## src/rtl/pc_fetch_controller_if.sv

```systemverilog
// rtl/pc_fetch_controller_if.sv - fetch controller signal bundle
//
// Groups the hazard/branch inputs, the instruction-memory handshake and the
// IF/ID-facing fetch result of pc_fetch_controller.
//   master : the fetch controller (drives imem_req/imem_addr and fetch results)
//   slave  : its environment (hazard unit, branch unit, instruction memory)
// Signals:
//   stall                     hold fetch (sampled in BOOT/STALL and on ack)
//   branch_taken/branch_target redirect pulse and target
//   jump/jump_target          redirect pulse and target, wins over branch
//   imem_req/imem_addr        fetch request and address (current PC)
//   imem_ack                  memory accepted the request this cycle
//   fetch_valid/fetch_pc      registered result of the last good fetch
//   align_fault               sticky misaligned-target flag
interface pc_fetch_controller_if;
  logic        stall;
  logic        branch_taken;
  logic [31:0] branch_target;
  logic        jump;
  logic [31:0] jump_target;
  logic        imem_req;
  logic [31:0] imem_addr;
  logic        imem_ack;
  logic        fetch_valid;
  logic [31:0] fetch_pc;
  logic        align_fault;

  modport master (
    input  stall, branch_taken, branch_target, jump, jump_target, imem_ack,
    output imem_req, imem_addr, fetch_valid, fetch_pc, align_fault
  );

  modport slave (
    output stall, branch_taken, branch_target, jump, jump_target, imem_ack,
    input  imem_req, imem_addr, fetch_valid, fetch_pc, align_fault
  );
endinterface

```

## src/rtl/pc_fetch_controller.sv

```systemverilog
// rtl/pc_fetch_controller.sv - program counter and instruction fetch sequencer
//
// Holds the PC, issues one instruction-memory request at a time, advances by
// 4 per acknowledged fetch and applies jump/branch redirects, squashing the
// fetch that was in flight when a redirect arrived during a request.
// Ports:
//   clk  rising-edge clock
//   rst  asynchronous active-high reset
//   bus  pc_fetch_controller_if.master (see interface file for signals)
// Parameter:
//   RESET_ADDR  word-aligned PC loaded on reset
// Build option:
//   PC_ALIGN_CHECK_EN  misaligned redirect targets set align_fault and are
//                      dropped; otherwise target bits [1:0] are masked to 0.
module pc_fetch_controller #(
  parameter logic [31:0] RESET_ADDR = 32'h0000_0000
) (
  input logic                    clk,
  input logic                    rst,
  pc_fetch_controller_if.master  bus
);

  typedef enum logic [1:0] {S_BOOT, S_REQ, S_STALL} state_t;

  state_t      state_q, state_d;
  logic [31:0] pc_q, pc_d;
  logic        req_q, req_d;
  logic        pend_vld_q, pend_vld_d;
  logic [31:0] pend_tgt_q, pend_tgt_d;
  logic        fetch_vld_q, fetch_vld_d;
  logic [31:0] fetch_pc_q, fetch_pc_d;
  logic        align_fault_q, align_fault_d;

  logic [31:0] redir_raw;
  logic [31:0] redir_tgt;
  logic        redir_ok;
  logic        fault_set;
  logic        squash;

  always_comb begin
    redir_raw = bus.jump ? bus.jump_target : bus.branch_target;
`ifdef PC_ALIGN_CHECK_EN
    redir_tgt = redir_raw;
    redir_ok  = (bus.jump | bus.branch_taken) && (redir_raw[1:0] == 2'b00);
    fault_set = (bus.jump | bus.branch_taken) && (redir_raw[1:0] != 2'b00);
`else
    redir_tgt = redir_raw & ~32'h3;
    redir_ok  = bus.jump | bus.branch_taken;
    fault_set = 1'b0;
`endif
  end

  always_comb begin
    state_d       = state_q;
    pc_d          = pc_q;
    pend_vld_d    = pend_vld_q;
    pend_tgt_d    = pend_tgt_q;
    fetch_vld_d   = 1'b0;
    fetch_pc_d    = fetch_pc_q;
    align_fault_d = align_fault_q | fault_set;
    squash        = 1'b0;

    case (state_q)
      S_REQ: begin
        if (bus.imem_ack) begin
          // A redirect seen now or while the request waited kills this fetch.
          squash     = redir_ok | pend_vld_q;
          pc_d       = redir_ok   ? redir_tgt  :
                       pend_vld_q ? pend_tgt_q : pc_q + 32'd4;
          pend_vld_d = 1'b0;
          if (!squash) begin
            fetch_vld_d = 1'b1;
            fetch_pc_d  = pc_q;
          end
          state_d = bus.stall ? S_STALL : S_REQ;
        end else if (redir_ok) begin
          // Outstanding request keeps its address; remember the newest target.
          pend_vld_d = 1'b1;
          pend_tgt_d = redir_tgt;
        end
      end
      default: begin
        // BOOT and STALL: no request in flight, so redirect the PC directly.
        if (redir_ok) pc_d = redir_tgt;
        if (!bus.stall) state_d = S_REQ;
      end
    endcase

    req_d = (state_d == S_REQ);
  end

  always_ff @(posedge clk or posedge rst) begin
    if (rst) begin
      state_q       <= S_BOOT;
      pc_q          <= RESET_ADDR;
      req_q         <= 1'b0;
      pend_vld_q    <= 1'b0;
      pend_tgt_q    <= 32'h0;
      fetch_vld_q   <= 1'b0;
      fetch_pc_q    <= 32'h0;
      align_fault_q <= 1'b0;
    end else begin
      state_q       <= state_d;
      pc_q          <= pc_d;
      req_q         <= req_d;
      pend_vld_q    <= pend_vld_d;
      pend_tgt_q    <= pend_tgt_d;
      fetch_vld_q   <= fetch_vld_d;
      fetch_pc_q    <= fetch_pc_d;
      align_fault_q <= align_fault_d;
    end
  end

  assign bus.imem_req    = req_q;
  assign bus.imem_addr   = pc_q;
  assign bus.fetch_valid = fetch_vld_q;
  assign bus.fetch_pc    = fetch_pc_q;
  assign bus.align_fault = align_fault_q;

endmodule

```

## src/flat_wrapper.sv

```systemverilog
// flat-port wrapper written by rule: the top's interface ports become plain ports
module pc_fetch_controller_flat 
#(
  parameter logic [31:0] RESET_ADDR = 32'h0000_0000
)
  (clk, rst, bus_stall, bus_branch_taken, bus_branch_target, bus_jump, bus_jump_target, bus_imem_ack, bus_imem_req, bus_imem_addr, bus_fetch_valid, bus_fetch_pc, bus_align_fault);
  pc_fetch_controller_if bus_i ();
  input logic clk;
  input logic rst;
  input wire logic [$bits(bus_i.stall)-1:0] bus_stall;
  input wire logic [$bits(bus_i.branch_taken)-1:0] bus_branch_taken;
  input wire logic [$bits(bus_i.branch_target)-1:0] bus_branch_target;
  input wire logic [$bits(bus_i.jump)-1:0] bus_jump;
  input wire logic [$bits(bus_i.jump_target)-1:0] bus_jump_target;
  input wire logic [$bits(bus_i.imem_ack)-1:0] bus_imem_ack;
  output wire logic [$bits(bus_i.imem_req)-1:0] bus_imem_req;
  output wire logic [$bits(bus_i.imem_addr)-1:0] bus_imem_addr;
  output wire logic [$bits(bus_i.fetch_valid)-1:0] bus_fetch_valid;
  output wire logic [$bits(bus_i.fetch_pc)-1:0] bus_fetch_pc;
  output wire logic [$bits(bus_i.align_fault)-1:0] bus_align_fault;
  assign bus_i.stall = bus_stall;
  assign bus_i.branch_taken = bus_branch_taken;
  assign bus_i.branch_target = bus_branch_target;
  assign bus_i.jump = bus_jump;
  assign bus_i.jump_target = bus_jump_target;
  assign bus_i.imem_ack = bus_imem_ack;
  assign bus_imem_req = bus_i.imem_req;
  assign bus_imem_addr = bus_i.imem_addr;
  assign bus_fetch_valid = bus_i.fetch_valid;
  assign bus_fetch_pc = bus_i.fetch_pc;
  assign bus_align_fault = bus_i.align_fault;
  pc_fetch_controller #(.RESET_ADDR(RESET_ADDR)) u_core (.clk(clk), .rst(rst), .bus(bus_i));
endmodule
```

## config.mk

```make
export PLATFORM = sky130hd
export DESIGN_NAME = pc_fetch_controller_flat
export DESIGN_NICKNAME = d
export VERILOG_FILES = /design/src/rtl/pc_fetch_controller_if.sv /design/src/rtl/pc_fetch_controller.sv /design/src/flat_wrapper.sv
export SDC_FILE = /design/constraint.sdc
export NUM_CORES = 1
export LEC_CHECK = 0
export BUFFER_PORTS_ARGS = -buffer_cell sky130_fd_sc_hd__buf_2
export CAP_MARGIN = 5
export CORE_UTILIZATION = 53
export CTS_CLUSTER_DIAMETER = 80
export DETAILED_ROUTE_END_ITERATION = 10
export GPL_TIMING_DRIVEN = 0
export PLACE_DENSITY = 0.86
export SKIP_CTS_REPAIR_TIMING = 1
export SLEW_MARGIN = 20
export SYNTH_ARGS = -nofsm -noshare
export SYNTH_HDL_FRONTEND = slang
export SYNTH_SLANG_ARGS = --single-unit
```

## constraint.sdc

```tcl
create_clock -name clk -period 3.55 [get_ports clk]
set_input_delay 0.355 -clock clk [delete_from_list [all_inputs] [get_ports clk]]
set_output_delay 0.355 -clock clk [all_outputs]
set_load 0.01 [all_outputs]
```

==> run_summary.xml <==
<?xml version="1.0" encoding="UTF-8"?>
<metrics>
  <group name="route">
    <metric name="drc" unit="">0</metric>
    <metric name="detail_route.wl_per_cell" unit="um">17.80</metric>
    <metric name="drt_iter0_markers" unit="">581</metric>
    <metric name="viasPerCell" unit="">6.104</metric>
    <metric name="detailedRoute.firstPassIterationCount" unit="">5</metric>
    <metric name="count_of_nets_left_with_antenna_violations_after_detail_routing" unit="">0</metric>
    <metric name="wl" unit="um">14580</metric>
    <metric name="num_vias" unit="">4999</metric>
  </group>
  <group name="synthesis">
    <metric name="syn_area" unit="um2">4965</metric>
    <metric name="synth_seq_cells" unit="">95</metric>
    <metric name="ys_top_cells_by_count" unit="">nand2_1, dfrtp_1, a21oi_1</metric>
    <metric name="async_flop_share" unit="%">100.0</metric>
    <metric name="ys_types" unit="">58</metric>
    <metric name="synth_top_flop_cell" unit="">dfrtp_1</metric>
    <metric name="synth_edf_count" unit="">0</metric>
    <metric name="synth.avg_cell_area" unit="um2">8.818</metric>
    <metric name="synth.area.top_cells" unit="">dfrtp_1, nand2_1, mux2i_1, a21oi_1, nor2_1</metric>
    <metric name="synth_area_leader_cell" unit="">dfrtp_1</metric>
    <metric name="most_common_cell_in_the_synthesized_netlist" unit="">nand2_1</metric>
    <metric name="synth-seq-area-share" unit="%">47.88</metric>
    <metric name="yosys.area.top_type_share" unit="%">47.88</metric>
    <metric name="syn-instance-count" unit="">563</metric>
    <metric name="ys_warn_count" unit="">0</metric>
  </group>
  <group name="final_layout">
    <metric name="final_area" unit="um2">6043</metric>
    <metric name="utilization" unit="%">67.97</metric>
    <metric name="multi_input_area" unit="um2">2379</metric>
    <metric name="flow.area_growth_from_synthesis" unit="%">21.72</metric>
    <metric name="fill_cells" unit="">743</metric>
    <metric name="sequential_standard_cell_area" unit="um2">2377</metric>
    <metric name="antenna_cells_inserted" unit="">0</metric>
    <metric name="post_route_cells_drive_above_1_share" unit="%">23.77</metric>
    <metric name="final_net_count" unit="">777</metric>
  </group>
  <group name="timing">
    <metric name="timing.final.setup_violations" unit="">0</metric>
    <metric name="worstMarginPinSlew" unit="ps">855.9</metric>
    <metric name="time_the_worst_path_needs_with_i_o_delays_and_setup" unit="ps">2419</metric>
    <metric name="finalClockSkew" unit="ps">10.74</metric>
    <metric name="maxSlewHeadroom" unit="%">42.94</metric>
    <metric name="fmaxAchievable" unit="GHz">0.4134</metric>
    <metric name="setup_total_negative_slack" unit="ps">0</metric>
    <metric name="fin_worst_hold_slack" unit="ps">189.8</metric>
    <metric name="slew_violations" unit="">0</metric>
    <metric name="timing.final.crit_share" unit="%">68.13</metric>
    <metric name="rsz_0062_raised_after_global_routing" unit="">no</metric>
    <metric name="finalHoldViolCount" unit="">0</metric>
    <metric name="setup_slack" unit="ps">1131</metric>
  </group>
  <group name="critical_path">
    <metric name="regToRegEndpoint" unit="">u_core.bus.imem_addr[24]</metric>
    <metric name="critPathKind" unit="">register to register</metric>
    <metric name="crit_required" unit="ps">3830</metric>
    <metric name="regToRegStartpoint" unit="">u_core.state_q[1]</metric>
    <metric name="critPathCaptureType" unit="">register</metric>
    <metric name="critical_path.max_fanout" unit="">10</metric>
    <metric name="register_to_register_path_setup_slack" unit="ps">1130</metric>
    <metric name="ff2ff_path_depth" unit="">6</metric>
    <metric name="startpoint_type" unit="">register</metric>
    <metric name="arrival" unit="ps">2700</metric>
  </group>
  <group name="clocking">
    <metric name="tritoncts_num_sinks" unit="">95</metric>
    <metric name="clk_transition_reported_paths" unit="ps">90</metric>
    <metric name="clock_latency" unit="ps">370</metric>
    <metric name="ctsLongestPathBuffers" unit="">2</metric>
    <metric name="clockRootBuffer" unit="">clkbuf_8</metric>
    <metric name="cts_max_level" unit="">3</metric>
    <metric name="tritoncts" unit="">yes</metric>
    <metric name="cts_buffers" unit="">9</metric>
  </group>
  <group name="floorplan">
    <metric name="fp.dieArea" unit="um2">9758</metric>
    <metric name="die_h" unit="um">98.79</metric>
    <metric name="floorplan.initialDensity" unit="%">55.84</metric>
    <metric name="core_region_area" unit="um2">8891</metric>
    <metric name="row_count" unit="">34</metric>
    <metric name="chipWidth" unit="um">98.79</metric>
    <metric name="io-pin-count" unit="">137</metric>
  </group>
  <group name="worst_hold_path">
    <metric name="min_path_cells" unit="">2</metric>
    <metric name="worstHoldEndpoint" unit="">u_core.state_q[0]</metric>
    <metric name="hold_path.startpoint" unit="">bus_stall</metric>
    <metric name="hold_path_class" unit="">primary input to register</metric>
  </group>
  <group name="place">
    <metric name="dpl-instance-area" unit="um2">5778</metric>
    <metric name="place.port_buffers" unit="">126</metric>
    <metric name="dp_hpwl" unit="um">10650</metric>
    <metric name="gp_congestion" unit="">0.9564</metric>
    <metric name="preCtsSetupSlack" unit="ps">1170</metric>
  </group>
  <group name="global_routing">
    <metric name="grt_use_total" unit="%">30.60</metric>
    <metric name="antenna_found_initial" unit="">0</metric>
    <metric name="first_global_vias" unit="">4582</metric>
    <metric name="grt_max_degree" unit="">72</metric>
    <metric name="grt_overflow" unit="">0</metric>
    <metric name="grt_pass1_wl" unit="um">23070</metric>
  </group>
  <group name="power">
    <metric name="p_per_area" unit="nW/um2">582.3</metric>
    <metric name="vdd.ir_drop.worst" unit="mV">0.2580</metric>
    <metric name="p_leak" unit="nW">2.910</metric>
  </group>
  <group name="flow_run">
    <metric name="max-cap-violations" unit="">0</metric>
  </group>
  <group name="outcome">
    <metric name="status" unit="">finished clean</metric>
  </group>
</metrics>
[state kept, by name, summed over array words and instances, names as in the netlist]
| register | flops |
|---|---|
| u_core.state_q | 2 |
| u_core.bus.imem_addr | 30 |
| u_core.pend_vld_q | 1 |
| u_core.bus.fetch_pc | 30 |
| u_core.pend_tgt_q | 30 |
| u_core.bus.fetch_valid | 1 |
| u_core.bus.imem_req | 1 |
[area by class of cell]
cell class | instances | area share (%)
plain buffers | 41 | 3.271
clock buffers | 11 | 2.505
clock inverters | 5 | 1.718
inverters | 7 | 0.5176
multi-input cells | 424 | 39.36
flip-flops and latches | 95 | 39.34
well taps | 108 | 2.236
repair buffers | 128 | 11.06
[report_power, final]
part           switching [mW]  internal (mW)  leakage [nW]
Combinational           0.598          0.421          1.66
Clock                   0.387          0.507         0.130
Sequential              0.242           1.36          1.13
Total                    1.23           2.29          2.91
[critical path, cell delays in order (launching register included)]
cell and delay [ps]:
dfrtp_1 440, nor3b_1 390, a21o_1 190, clkbuf_1 430, clkbuf_1 590, a21oi_1 170, o211ai_1 120
[cells by family (layout without fill, tap and decap cells)]
family | Yosys count | count (layout) | share of synthesized area, %
compound gates | 128 | 128 | 15.73
xor+xnor | 14 | 14 | 2.470
fa+ha+maj | 1 | 1 | 0.2520
buf+inv | 48 | 192 | 4.511
flops | 95 | 95 | 47.88
mux | 33 | 33 | 6.704
other cells | 1 | 5 | 0.07553
simple gates | 243 | 243 | 22.38
[how the worst max path moves through the flow]
| stage | from | endpoint | slack [ps] | depth (start not counted) |
|---|---|---|---|---|
| 2_1_floorplan | rst | u_core.bus.fetch_pc[10] | 720 | 1 |
| 3_3_place_gp | rst | u_core.pend_tgt_q[26] | -290 | 2 |
| 3_5_place_dp | bus_jump | u_core.bus.fetch_pc[7] | 1170 | 7 |
| 4_1_cts | u_core.state_q[1] | u_core.bus.fetch_pc[7] | 1200 | 6 |
| 5_1_grt | u_core.state_q[1] | u_core.bus.imem_addr[26] | 990 | 5 |
| 6_report | u_core.state_q[1] | u_core.bus.imem_addr[24] | 1130 | 6 |
[layer usage]
| metal | vias to the layer above | global-route usage [%] | routed length (um) |
|---|---|---|---|
| met4 | 0 | 14.35 | 474 |
| met3 | 38 | 4.255 | 1244 |
| met2 | 328 | 47.82 | 6842 |
| met5 | - | 0 | 0 |
| li1 | 2255 | - | - |
| met1 | 2378 | 42.45 | 6018 |
[through the flow]
stage / instances / power (mW)
6_report: 819 / 3.519
5_1_grt: 819 / 3.694
4_1_cts: 818 / 3.506
3_5_place_dp: 802 / 2.627
3_3_place_gp: 801 / 2.571
2_1_floorplan: 567 / 2.183
[placed cells by master (no fill, tap or decap), types with 8 or more instances in the layout]
master / instances
nor3_1: 18
mux2i_1: 31
xnor2_1: 8
dfrtp_1: 95
clkbuf_1: 23
o211ai_1: 13
o21ai_0: 27
nor2_1: 46
nand3_1: 23
clkbuf_8: 11
a21oi_1: 59
nand2_1: 118
buf_2: 133
nand4_1: 8
No activity file was read; power rests on OpenSTA's default activity.
